==> src/rtl/ahb_arbiter.sv <==
// rtl/ahb_arbiter.sv - four-master AHB bus arbiter with round-robin, hold limit and locked transfers
module ahb_arbiter #(
    parameter int HOLD_MAX = 16
) (
    input  logic       hclk,
    input  logic       hresetn,
    input  logic [3:0] hbusreq,
    input  logic [3:0] hlock,
    input  logic [1:0] htrans,
    input  logic       hready,
    input  logic       hresp,
    output logic [3:0] hgrant,
    output logic [1:0] hmaster,
    output logic       hmastlock,
    output logic       busy
);

    typedef enum logic [1:0] {PARK, OWN, LOCK, HANDOVER} state_t;

    localparam logic [8:0] HOLD_LIMIT = 9'(HOLD_MAX);

    state_t     state, state_nxt;
    logic [3:0] hgrant_nxt;
    logic [1:0] hmaster_nxt;
    logic       hmastlock_nxt;
    logic [8:0] beat_cnt, beat_cnt_nxt;
    logic [1:0] rr_ptr, rr_ptr_nxt;

    logic [1:0] winner;
    logic [1:0] grant_idx;
    logic       owner_req;
    logic       owner_lock;
    logic       new_lock;

    assign owner_req  = hbusreq[rr_ptr];
    assign owner_lock = hlock[rr_ptr] & owner_req;
    assign grant_idx  = {hgrant[3] | hgrant[2], hgrant[3] | hgrant[1]};
    assign new_lock   = hlock[grant_idx] & hbusreq[grant_idx];
    assign busy       = hresetn & ((|hbusreq) | (state != PARK));

    // Round-robin search: owner+1 first, the owner itself last; no requester falls back to master 0.
    always_comb begin
        logic       found;
        logic [1:0] idx;
        winner = 2'd0;
        found  = 1'b0;
        idx    = 2'd0;
        for (int k = 1; k <= 4; k++) begin
            idx = rr_ptr + k[1:0];
            if (!found && hbusreq[idx]) begin
                winner = idx;
                found  = 1'b1;
            end
        end
    end

    always_comb begin
        state_nxt     = state;
        hgrant_nxt    = hgrant;
        hmaster_nxt   = hmaster;
        hmastlock_nxt = hmastlock;
        beat_cnt_nxt  = beat_cnt;
        rr_ptr_nxt    = rr_ptr;
        if (hready) begin
            if (state == HANDOVER) begin
                hmaster_nxt   = grant_idx;
                rr_ptr_nxt    = grant_idx;
                hmastlock_nxt = new_lock;
                beat_cnt_nxt  = 9'd0;
                if (new_lock)
                    state_nxt = LOCK;
                else if (hbusreq[grant_idx])
                    state_nxt = OWN;
                else
                    state_nxt = PARK;
            end else begin
                if (htrans[1] && (beat_cnt < HOLD_LIMIT))
                    beat_cnt_nxt = beat_cnt + 9'd1;
                // A locked owner keeps the bus until its lock drops or an ERROR response breaks it.
                if ((state != LOCK) || !owner_lock || hresp) begin
                    if (!owner_req || (beat_cnt == HOLD_LIMIT) || hresp) begin
                        if (winner != rr_ptr) begin
                            hgrant_nxt = 4'b0001 << winner;
                            state_nxt  = HANDOVER;
                        end else begin
                            beat_cnt_nxt = 9'd0;
                            if (hbusreq == 4'b0000) begin
                                state_nxt     = PARK;
                                hmastlock_nxt = 1'b0;
                            end else if (owner_lock && !hresp) begin
                                state_nxt     = LOCK;
                                hmastlock_nxt = 1'b1;
                            end else begin
                                state_nxt     = OWN;
                                hmastlock_nxt = 1'b0;
                            end
                        end
                    end else if (owner_lock) begin
                        state_nxt     = LOCK;
                        hmastlock_nxt = 1'b1;
                    end else begin
                        state_nxt     = OWN;
                        hmastlock_nxt = 1'b0;
                    end
                end
            end
        end
    end

    always_ff @(posedge hclk or negedge hresetn) begin
        if (!hresetn) begin
            state     <= PARK;
            hgrant    <= 4'b0001;
            hmaster   <= 2'd0;
            hmastlock <= 1'b0;
            beat_cnt  <= 9'd0;
            rr_ptr    <= 2'd0;
        end else begin
            state     <= state_nxt;
            hgrant    <= hgrant_nxt;
            hmaster   <= hmaster_nxt;
            hmastlock <= hmastlock_nxt;
            beat_cnt  <= beat_cnt_nxt;
            rr_ptr    <= rr_ptr_nxt;
        end
    end

endmodule

==> config.mk <==
export PLATFORM = sky130hd
export DESIGN_NAME = ahb_arbiter
export DESIGN_NICKNAME = d
export VERILOG_FILES = /design/src/rtl/ahb_arbiter.sv
export SDC_FILE = /design/constraint.sdc
export NUM_CORES = 1
export LEC_CHECK = 0
export CORE_MARGIN = 2
export CORE_UTILIZATION = 51
export DETAILED_ROUTE_END_ITERATION = 8
export PLACE_DENSITY = 0.81
export SLEW_MARGIN = 20
export SYNTH_ARGS = -nofsm -noshare
export SYNTH_HDL_FRONTEND = slang
export SYNTH_SLANG_ARGS = --single-unit
export TNS_END_PERCENT = 100
==> constraint.sdc <==
create_clock -name hclk -period 3.2 [get_ports hclk]
set_clock_uncertainty 0.15 [all_clocks]
set_input_delay 0.64 -clock hclk [delete_from_list [all_inputs] [get_ports hclk]]
set_output_delay 0.64 -clock hclk [all_outputs]
set_load 0.05 [all_outputs]
After elaboration in Yosys (flattened, before gate mapping)

Cells that the tools add are included.

Bitwise logic cells: 7
Add/subtract/negate cells: 4
Reduce and logical (&&, ||, !) cells: 23
Shift-type cells: 1
Equal/unequal tests: 5
Order comparisons: 6
Muxes and demuxes: 42

Operators by type and width:

| cell                                                                   | count |
|---|---|
| 9-bit 2-to-1 mux                                                       | 5 |
| 2-bit 2-to-1 mux                                                       | 12 |
| 1-bit 2-to-1 mux                                                       | 18 |
| 2-bit by 3-bit < comparator with 1-bit output (second input constant)  | 5 |
| 1-bit binary-select mux with 2-bit select                              | 7 |
| 9-bit by 1-bit adder with 9-bit output (second input constant)         | 1 |
| 9-bit by 5-bit equality test with 1-bit output (second input constant) | 1 |
| 9-bit by 5-bit < comparator with 1-bit output (second input constant)  | 1 |
| 1-bit logical NOT                                                      | 6 |
| 1-bit logical AND                                                      | 5 |
| 5-bit AND reduction                                                    | 1 |
| 2-bit adder (second input constant)                                    | 2 |
| 4-bit logical NOT                                                      | 1 |
| 1-bit logical OR                                                       | 4 |
| 2-bit AND reduction                                                    | 2 |
| 2-bit nonzero test                                                     | 2 |
| 4-bit OR reduction                                                     | 1 |
| 1-bit by 2-bit left shift with 4-bit output (first input constant)     | 1 |
| 1-bit bitwise AND                                                      | 3 |
| 3-bit != test (second input constant)                                  | 1 |
| 1-bit OR                                                               | 3 |
| 3-bit AND reduction                                                    | 1 |
| 2-bit by 1-bit adder with 2-bit output (second input constant)         | 1 |
| 2-bit equality test (second input constant)                            | 1 |
| 3 further kinds                                                        | 3 |

Input bits: 14
Word-level logic and storage cells: 93
Flip-flop bits (word level): 18
Output and inout bits: 8

Longest topological paths before layout

Gate-level depths: netlist (run 1).

Depth after elaboration: 18
Depth in mapped cells: 7
Gate-level depth less buffers: 7

Least setup slack after synthesis (run 1)

OpenSTA, ideal clock, no wires.

Path kind: register -> register
Start point: register, netlist name hmaster[0]
End point: register hgrant[1]
Arrival time: 2253 ps
Buffers on the path: 1
Required time: 2925 ps
Period minus slack after synthesis: 2528 ps
Setup time: 125 ps
Stages on the path, launching flop included: 7
Setup slack: 672 ps
Cell sequence: dfrtp_1 buf_6 mux4_2 nand4_1 and2_4 nor4b_4 mux2_2

RTL lines:

| item                 | RTL line | text |
|---|---|---|
| to (signal assigned) | 120      | `hgrant <= hgrant_nxt;` |
| to (decl)            | 12       | `output logic [3:0] hgrant,` |

Worst setup path after layout (run 1)

Start point: input port hbusreq[2]
End point: output port busy

Cells in the longest elaborated chain, start to end: 3

RTL lines:

| item               | RTL line | text |
|---|---|---|
| from (decl)        | 7        | `input logic [3:0] hbusreq,` |
| 4-bit OR reduction | 39       | `assign busy = hresetn & ((\|hbusreq) \| (state != PARK));` |
| 1-bit OR           | 39       |  |
| 1-bit bitwise AND  | 39       |  |
| to (decl)          | 15       | `output logic busy` |

No other way between the ends.

==> impl_metrics.env, run 1 <==
export IMPL_first_iter_violations=27
export IMPL_dr_pass1_iters=4
export IMPL_placed_cells=174
export IMPL_crit_path_start_kind="primary input"
export IMPL_grt_pass1_vias=1046
export IMPL_setup_viol=0
export IMPL_fp_dieW_um=52.9
export IMPL_htree_levels=1
export IMPL_pin_count=22
export IMPL_required_ps=2410
export IMPL_die_area_um2=2800
export IMPL_fillers=184
export IMPL_routed_wl_mm=2.85
export IMPL_yosysSeqAreaShare=0.370
export IMPL_syn_num_nets=141
export IMPL_num_antenna_cells=0
export IMPL_gp_congestion=0.866
export IMPL_vdd_drop_max_mv=0.711
export IMPL_end_kind="output port"
export IMPL_antenna_found_initial=0
export IMPL_synth_edf_count=0
export IMPL_relSlewSlack=0.582
export IMPL_worstPathMaxFanout=9
export IMPL_worstSkewPairLatency_ps=290
export IMPL_period_minus_slack_ps=3020
export IMPL_fmax_mhz=331
export IMPL_final_cell_mix="19 x clkdlybuf4s50_1, 17 x dfrtp_1, 14 x nor2_1, 8 x inv_1, 7 x mux2_2"
export IMPL_rows=17
export IMPL_status="finished, final reports clean"
export IMPL_initial_core_util=0.546
export IMPL_rsz0062_at_grt="false"
export IMPL_grt_ovfl_total=0
export IMPL_synth_seq_cells=18
export IMPL_hold_buffers=0
export IMPL_drv_max_cap_violation_count=0
export IMPL_async_reset_ff_frac=1.00
export IMPL_grt_pass1_wl_mm=4.80
export IMPL_dp_hpwl_mm=2.19
export IMPL_viasPerCell=6.11
export IMPL_postCtsSetupBuffers=0
export IMPL_setup_ws_ps=178
export IMPL_finalNonFillerCells=178
export IMPL_ys_flop_type="dfrtp_1"
export IMPL_cts_path_max_buffers=2
export IMPL_die_h_um=52.9
export IMPL_cts_tree="yes"
export IMPL_place_ws_ps=195
export IMPL_drc=0
export IMPL_area_growth_pct=23.3
export IMPL_clock_sinks=18
export IMPL_cts_buffers=3
export IMPL_holdWs_ps=379
export IMPL_syn_area_per_cell_um2=9.76
export IMPL_track_usage=0.236
export IMPL_path_class="primary input to output port"
export IMPL_powerDensity_nw_per_um2=817
export IMPL_synth_distinct_cells=47
export IMPL_min_path_type="register to register"
export IMPL_design_core_area_um2=2230
export IMPL_hold_violations=0
export IMPL_clk_pin_slew_ps=100
export IMPL_yosys_warnings=0
export IMPL_period_share=0.944
export IMPL_syn_inst=125
export IMPL_root_buffer="clkbuf_4"
export IMPL_grt_max_degree=19
export IMPL_post_drt_wl_per_cell_um=16.0
export IMPL_worst_pin_slew_ps=619
export IMPL_maxSlewViolCount=0
export IMPL_port_buffers=20
export IMPL_drive_above_1_share=0.180
export IMPL_final_common_cell="clkdlybuf4s50_1"
export IMPL_ant_nets=0
export IMPL_num_vias=1088
export IMPL_post_cts_resized=0
export IMPL_layout_nets=167
export IMPL_postLayoutCoreUtil=0.673
export IMPL_synth_area_um2=1220
export IMPL_setup_tns_ps=0
export IMPL_p_leak_nw=0.669
export IMPL_worstPathArrival_ps=2230
-- cells by family (layout without fill, tap and decap cells) --
group,Yosys count,after routing,synth area share
muxes,11,11,0.118
and+or+nand+nor,44,44,0.219
buffers and inverters,12,37,0.0431
DFF,18,18,0.370
AOI/OAI and AO/OA,38,38,0.229
adders and majority gates,2,2,0.0205
-- stage by stage --
stage                     instance area [um^2]  total power [mW]
final                                     1500              1.23
after CTS                                 1500              1.23
after global routing                      1500              1.31
after detailed placement                  1470              1.09
after floorplan                           1220             0.900
after global placement                    1470              1.05
-- cell usage after synthesis, drive strengths merged (2+ instances only) --
library cell | number | area, um^2
nand2b | 3 | 18.8
mux2i | 2 | 20.0
nand4 | 3 | 18.8
a21o | 4 | 30.0
and2 | 2 | 15.0
nand2 | 6 | 22.5
a21boi | 5 | 37.5
a21oi | 2 | 10.0
o21ai | 6 | 30.0
dfrtp | 17 | 425
nand3 | 2 | 15.0
inv | 8 | 30.0
clkbuf | 3 | 11.3
o22ai | 3 | 18.8
nor2b | 3 | 18.8
nor2 | 14 | 52.6
mux4 | 2 | 45.0
a31o | 2 | 17.5
or4 | 2 | 15.0
a31oi | 3 | 18.8
mux2 | 7 | 78.8
a32oi | 2 | 17.5
ha | 2 | 25.0
-- power by group --
group	leakage, nW	total [mW]	internal (mW)	switching (mW)
clock	0.0210	0.140	0.0693	0.0710
sequential	0.231	0.408	0.303	0.106
combinational	0.417	0.681	0.293	0.388
total	0.669	1.23	0.665	0.565
-- worst paths after layout --
path                            cells after the start  slack (ps)               startpoint                       to
worst max-delay path                                4         180               hbusreq[2]                     busy
worst min-delay path                                1         380    hmastlock$_DFFE_PN0P_    hmastlock$_DFFE_PN0P_
worst max register to register                      6         730  beat_cnt[1]$_DFFE_PN0P_    hgrant[2]$_DFFE_PN0P_
worst min register to register                      1         380    hmastlock$_DFFE_PN0P_    hmastlock$_DFFE_PN0P_
max in group asynchronous                           2        2050                  hresetn    hgrant[0]$_DFFE_PN1P_
min in group asynchronous                           2         600                  hresetn  beat_cnt[0]$_DFFE_PN0P_
-- critical path: stages --
cell and delay, ps:
clkdlybuf4s50_1 550, or4_1 580, o31a_1 270, buf_4 190
-- registers in the layout, indices dropped and copies added, names as in the netlist --
name       count
hmastlock      1
state          2
hmaster        2
beat_cnt       9
hgrant         4
-- cell type report --
class                   count  area [um^2]  area share
multi-input cells          95          716       0.476
repair buffers             25          235       0.156
well taps                  28         35.0      0.0233
inverters                   8         30.0      0.0200
flip-flops and latches     18          452       0.300
clock buffers               4         36.3      0.0241
-- per-layer routing --
layer | part of all wire | wire length (um) | track usage
met1 | 0.45 | 1280 | 0.317
met4 | 0.0060 | 17 | 0.0769
met5 | 0 | 0 | 0
met2 | 0.51 | 1440 | 0.396
met3 | 0.037 | 104 | 0.0282
Power figures use the tool's default switching activity.
==> run 2, diff against run 1 <==
--- a/config.mk
+++ b/config.mk
@@ -5,8 +5,11 @@
 export SDC_FILE = /design/constraint.sdc
 export NUM_CORES = 1
 export LEC_CHECK = 0
+export CELL_PAD_IN_SITES_DETAIL_PLACEMENT = 0
+export CELL_PAD_IN_SITES_GLOBAL_PLACEMENT = 1
+export CORE_ASPECT_RATIO = 0.5
 export CORE_MARGIN = 2
-export CORE_UTILIZATION = 51
+export CORE_UTILIZATION = 39
 export DETAILED_ROUTE_END_ITERATION = 8
 export PLACE_DENSITY = 0.81
 export SLEW_MARGIN = 20
==> run 2 against run 1 <==
Via count decreased by 2.8%; worst setup slack improved by 28 ps; critical path depth did not move; sequential power barely moved; routed wire length down 5.0%; hold slack got worse by 3.4 ps; final cell count grew 7.3%; non-clock buffer count up 1; cell area increased by 2.7%; clock power is 30% higher.
==> impl_metrics.env, run 2 (synthesis results as in run 1) <==
export IMPL_whs_path_depth=1
export IMPL_holdCritStartpoint="hmastlock$_DFFE_PN0P_"
export IMPL_ant_nets=0
export IMPL_design_core_area_um2=3000
export IMPL_fmax_mhz=334
export IMPL_worstPathMaxFanout=6
export IMPL_sw_frac_of_total=0.440
export IMPL_rows=14
export IMPL_port_buffers=20
export IMPL_r2r_cells=6
export IMPL_final_common_cell="clkdlybuf4s50_1"
export IMPL_postLayoutCoreUtil=0.516
export IMPL_pwr_share_clk=0.144
export IMPL_num_vias=1057
export IMPL_grt_pass1_vias=1040
export IMPL_postCtsSetupBuffers=0
export IMPL_relSlewSlack=0.670
export IMPL_p_seq_frac=0.325
export IMPL_root_buffer="clkbuf_8"
export IMPL_post_drt_wl_per_cell_um=14.2
export IMPL_grt_pass1_wl_mm=4.73
export IMPL_worstSkewPairLatency_ps=250
export IMPL_setup_viol=0
export IMPL_die_area_um2=3620
export IMPL_gp_congestion=0.842
export IMPL_clk_pin_slew_ps=60
export IMPL_routed_wl_mm=2.70
export IMPL_num_antenna_cells=0
export IMPL_first_iter_violations=81
export IMPL_die_h_um=43.5
export IMPL_worstPathArrival_ps=2200
export IMPL_cts_path_max_buffers=2
export IMPL_track_usage=0.164
export IMPL_setup_tns_ps=0
export IMPL_clock_sinks=18
export IMPL_grt_max_degree=19
export IMPL_largest_register="beat_cnt"
export IMPL_period_share=0.936
export IMPL_maxSlewViolCount=0
export IMPL_rsz0062_at_grt="false"
export IMPL_required_ps=2410
export IMPL_drc=0
export IMPL_dr_pass1_iters=4
export IMPL_path_class="primary input to output port"
export IMPL_p_sw_mw=0.554
export IMPL_pin_count=22
export IMPL_top_regs="beat_cnt (9), hgrant (4)"
export IMPL_powerDensity_nw_per_um2=815
export IMPL_cts_tree="yes"
export IMPL_post_cts_resized=0
export IMPL_min_path_type="register to register"
export IMPL_worst_pin_slew_ps=494
export IMPL_final_cell_mix="19 x clkdlybuf4s50_1, 17 x dfrtp_1, 14 x nor2_1, 8 x inv_1"
export IMPL_grt_ovfl_total=0
export IMPL_p_leak_nw=0.681
export IMPL_period_minus_slack_ps=2990
export IMPL_layout_nets=168
export IMPL_intPower_mw=0.706
export IMPL_hold_violations=0
export IMPL_dp_hpwl_mm=2.06
export IMPL_reg2reg_from="beat_cnt[0]$_DFFE_PN0P_"
export IMPL_status="finished, final reports clean"
export IMPL_holdWs_ps=376
export IMPL_htree_levels=1
export IMPL_area_growth_pct=26.7
export IMPL_vdd_drop_max_mv=0.332
export IMPL_antenna_found_initial=0
export IMPL_reg2reg_slack_ps=740
export IMPL_hold_buffers=0
export IMPL_fp_dieW_um=83.1
export IMPL_end_kind="output port"
export IMPL_crit_path_start_kind="primary input"
export IMPL_cts_buffers=3
export IMPL_drive_above_1_share=0.185
export IMPL_initial_core_util=0.407
export IMPL_largest_reg_flops=9
export IMPL_p_comb_frac=0.531
export IMPL_hold_path_endpoint="hmastlock$_DFFE_PN0P_"
export IMPL_drv_max_cap_violation_count=0
export IMPL_reg2reg_to="hgrant[3]$_DFFE_PN0P_"
export IMPL_setup_worst_path_start="hbusreq[1]"
export IMPL_viasPerCell=5.53
-- run 2: metrics by stage --
step                power [mW]  cell area (um^2)  cells  setup slack (ps)
floorplan                0.900              1220    125               672
global placement          1.07              1490    187               203
detailed placement        1.08              1490    187               204
CTS                       1.27              1550    191               194
global route              1.35              1550    191               127
finish                    1.26              1550    191               206
-- run 2: layer usage --
metal	routed length [um]	part of all wire	GRT usage	vias to the layer above
met4	13	0.0048	0.0295	0
met1	1350	0.50	0.219	502
li1	-	-	-	529
met3	136	0.050	0.0400	2
met5	0	0	0	-
met2	1210	0.45	0.279	24
-- run 2: worst max-delay path: stages --
cell             delay (ps)
clkdlybuf4s50_1         500
or4_1                   600
o31a_1                  270
buf_4                   190
-- run 2: cell type report --
cell class	instances	area (um^2)
Clock buffer	4	55.1
Fill cell	279	1450
Inverter	8	30.0
Multi-Input combinational cell	95	716
Sequential cell	18	452
Tap cell	40	50.0
Timing Repair Buffer	26	243
-- run 2: worst max path at each step --
stage,end,cells past startpoint
2_1_floorplan,hgrant[1]$_DFFE_PN0P_,6
3_3_place_gp,busy,4
3_5_place_dp,busy,4
4_1_cts,busy,4
5_1_grt,busy,4
6_report,busy,4
-- run 2: power groups by stage --
stage | logic [mW] | clock network, mW | registers (mW)
6_report | 0.669 | 0.182 | 0.410
5_1_grt | 0.726 | 0.202 | 0.427
4_1_cts | 0.672 | 0.192 | 0.410
3_5_place_dp | 0.668 | 0 | 0.414
3_3_place_gp | 0.662 | 0 | 0.411
2_1_floorplan | 0.399 | 0 | 0.501
==> run 3, diff against run 2 <==
--- a/config.mk
+++ b/config.mk
@@ -5,7 +5,7 @@
 export SDC_FILE = /design/constraint.sdc
 export NUM_CORES = 1
 export LEC_CHECK = 0
-export CELL_PAD_IN_SITES_DETAIL_PLACEMENT = 0
+export CELL_PAD_IN_SITES_DETAIL_PLACEMENT = 1
 export CELL_PAD_IN_SITES_GLOBAL_PLACEMENT = 1
 export CORE_ASPECT_RATIO = 0.5
 export CORE_MARGIN = 2
==> run 3 against run 2 <==
Sequential share of layout area stayed put; non-clock buffer count stayed put; cell area stayed put; count of clock-buffer cells in the layout stayed put; worst setup slack worse by 16 ps; maximum frequency is 0.52% lower; sequential power is 1% higher; critical endpoint unchanged; largest cell class unchanged.
==> impl_metrics.env, run 3 (synthesis results as in run 1) <==
export IMPL_hold_buffers=0
export IMPL_holdWs_ps=381
export IMPL_htree_levels=1
export IMPL_num_vias=1100
export IMPL_grtUsageMet2=0.366
export IMPL_path_class="primary input to output port"
export IMPL_antenna_found_initial=0
export IMPL_postCtsSetupBuffers=0
export IMPL_period_share=0.940
export IMPL_vdd_drop_max_mv=0.380
export IMPL_pin_count=22
export IMPL_reg2reg_from="hmaster[0]$_DFFE_PN0P_"
export IMPL_p_sw_mw=0.591
export IMPL_setup_viol=0
export IMPL_worstPathMaxFanout=6
export IMPL_dp_hpwl_mm=2.43
export IMPL_worstSkewPairLatency_ps=260
export IMPL_use_met3=0.0400
export IMPL_die_h_um=43.5
export IMPL_grt_pass1_vias=1138
export IMPL_dr_pass1_iters=4
export IMPL_hold_path_endpoint="beat_cnt[6]$_DFFE_PN0P_"
export IMPL_routed_wl_mm=3.27
export IMPL_rsz0062_at_grt="false"
export IMPL_grt_use_met1=0.245
export IMPL_r2r_cells=5
export IMPL_intPower_mw=0.705
export IMPL_root_buffer="clkbuf_8"
export IMPL_min_path_type="register to register"
export IMPL_grt_max_degree=19
export IMPL_p_seq_frac=0.321
export IMPL_post_cts_resized=0
export IMPL_cp_slowest_stage_delay_ps=610
export IMPL_whs_path_depth=1
export IMPL_cts_buffers=3
export IMPL_viasPerCell=5.76
export IMPL_top_usage_layer="met2"
export IMPL_sw_frac_of_total=0.456
export IMPL_grt_pass1_wl_mm=5.57
export IMPL_relSlewSlack=0.661
export IMPL_worstPathArrival_ps=2220
export IMPL_largest_reg_flops=9
export IMPL_holdCritStartpoint="beat_cnt[6]$_DFFE_PN0P_"
export IMPL_first_iter_violations=58
export IMPL_placed_cells=187
export IMPL_final_cell_mix="19 x clkdlybuf4s50_1, 17 x dfrtp_1, 14 x nor2_1, 8 x inv_1"
export IMPL_crit_slowest_cell="or4_1"
export IMPL_p_comb_frac=0.535
export IMPL_maxSlewViolCount=0
export IMPL_largest_register="beat_cnt"
export IMPL_worst_pin_slew_ps=507
export IMPL_final_common_cell="clkdlybuf4s50_1"
export IMPL_pwr_share_clk=0.144
export IMPL_crit_path_start_kind="primary input"
export IMPL_rows=14
export IMPL_status="finished, final reports clean"
export IMPL_design_core_area_um2=3000
export IMPL_reg2reg_to="hgrant[3]$_DFFE_PN0P_"
export IMPL_finalNonFillerCells=191
export IMPL_drv_max_cap_violation_count=0
export IMPL_p_leak_nw=0.681
export IMPL_setup_tns_ps=0
export IMPL_worstPathCellList="clkdlybuf4s50_1 -> or4_1 -> o31a_1 -> buf_4"
export IMPL_ant_nets=0
export IMPL_fmax_mhz=332
export IMPL_end_kind="output port"
export IMPL_clk_pin_slew_ps=60
export IMPL_finalPower_mw=1.30
export IMPL_num_antenna_cells=0
export IMPL_clock_sinks=18
export IMPL_critPathBufInv=2
export IMPL_die_area_um2=3620
export IMPL_drc=0
export IMPL_area_growth_pct=26.7
export IMPL_fp_dieW_um=83.1
export IMPL_top_regs="beat_cnt (9), hgrant (4)"
export IMPL_required_ps=2410
export IMPL_initial_core_util=0.407
export IMPL_powerDensity_nw_per_um2=839
export IMPL_cts_path_max_buffers=2
export IMPL_hold_violations=0
export IMPL_port_buffers=20
export IMPL_cts_tree="yes"
export IMPL_layout_nets=168
export IMPL_reg2reg_slack_ps=710
export IMPL_post_drt_wl_per_cell_um=17.1
export IMPL_gp_congestion=0.842
export IMPL_grt_ovfl_total=0
export IMPL_period_minus_slack_ps=3010
export IMPL_drive_above_1_share=0.185
export IMPL_critPathTopFamily="buffers and inverters"
export IMPL_track_usage=0.197
run 3: area by class of cell:
type / instances / area, um^2
multi-input combinational: 95 / 716
tap: 40 / 50.0
clock buffer: 4 / 55.1
timing repair buffer: 26 / 243
inverter: 8 / 30.0
fill: 344 / 1450
sequential: 18 / 452
run 3: worst max path at each step:
stage                                 from               endpoint  slack, ps  cells after the start
global placement                hbusreq[1]                   busy        200                      4
detailed placement              hbusreq[1]                   busy        190                      4
global route                    hbusreq[1]                   busy        130                      4
floorplan           hmaster[0]$_DFFE_PN0P_  hgrant[1]$_DFFE_PN0P_        670                      6
finish                          hbusreq[1]                   busy        190                      4
CTS                             hbusreq[1]                   busy        180                      4
run 3: power by group through the flow:
stage	combinational, mW	sequential (mW)	clock (mW)
final	0.693	0.416	0.187
after floorplan	0.399	0.501	0
after CTS	0.695	0.416	0.195
after global placement	0.662	0.411	0
after detailed placement	0.684	0.421	0
after global routing	0.755	0.432	0.201
run 3: through the flow:
stage / instance area [um^2] / setup slack [ps] / utilization
3_5_place_dp: 1490 / 192 / 0.497
5_1_grt: 1550 / 130 / 0.516
4_1_cts: 1550 / 179 / 0.516
2_1_floorplan: 1220 / 672 / -
3_3_place_gp: 1490 / 203 / 0.497
6_report: 1550 / 191 / 0.516
run 3: routing by layer:
layer / share of wire / up-vias
li1: - / 530
met1: 0.48 / 553
met2: 0.49 / 15
met3: 0.023 / 2
met4: 0.0064 / 0
met5: 0 / -
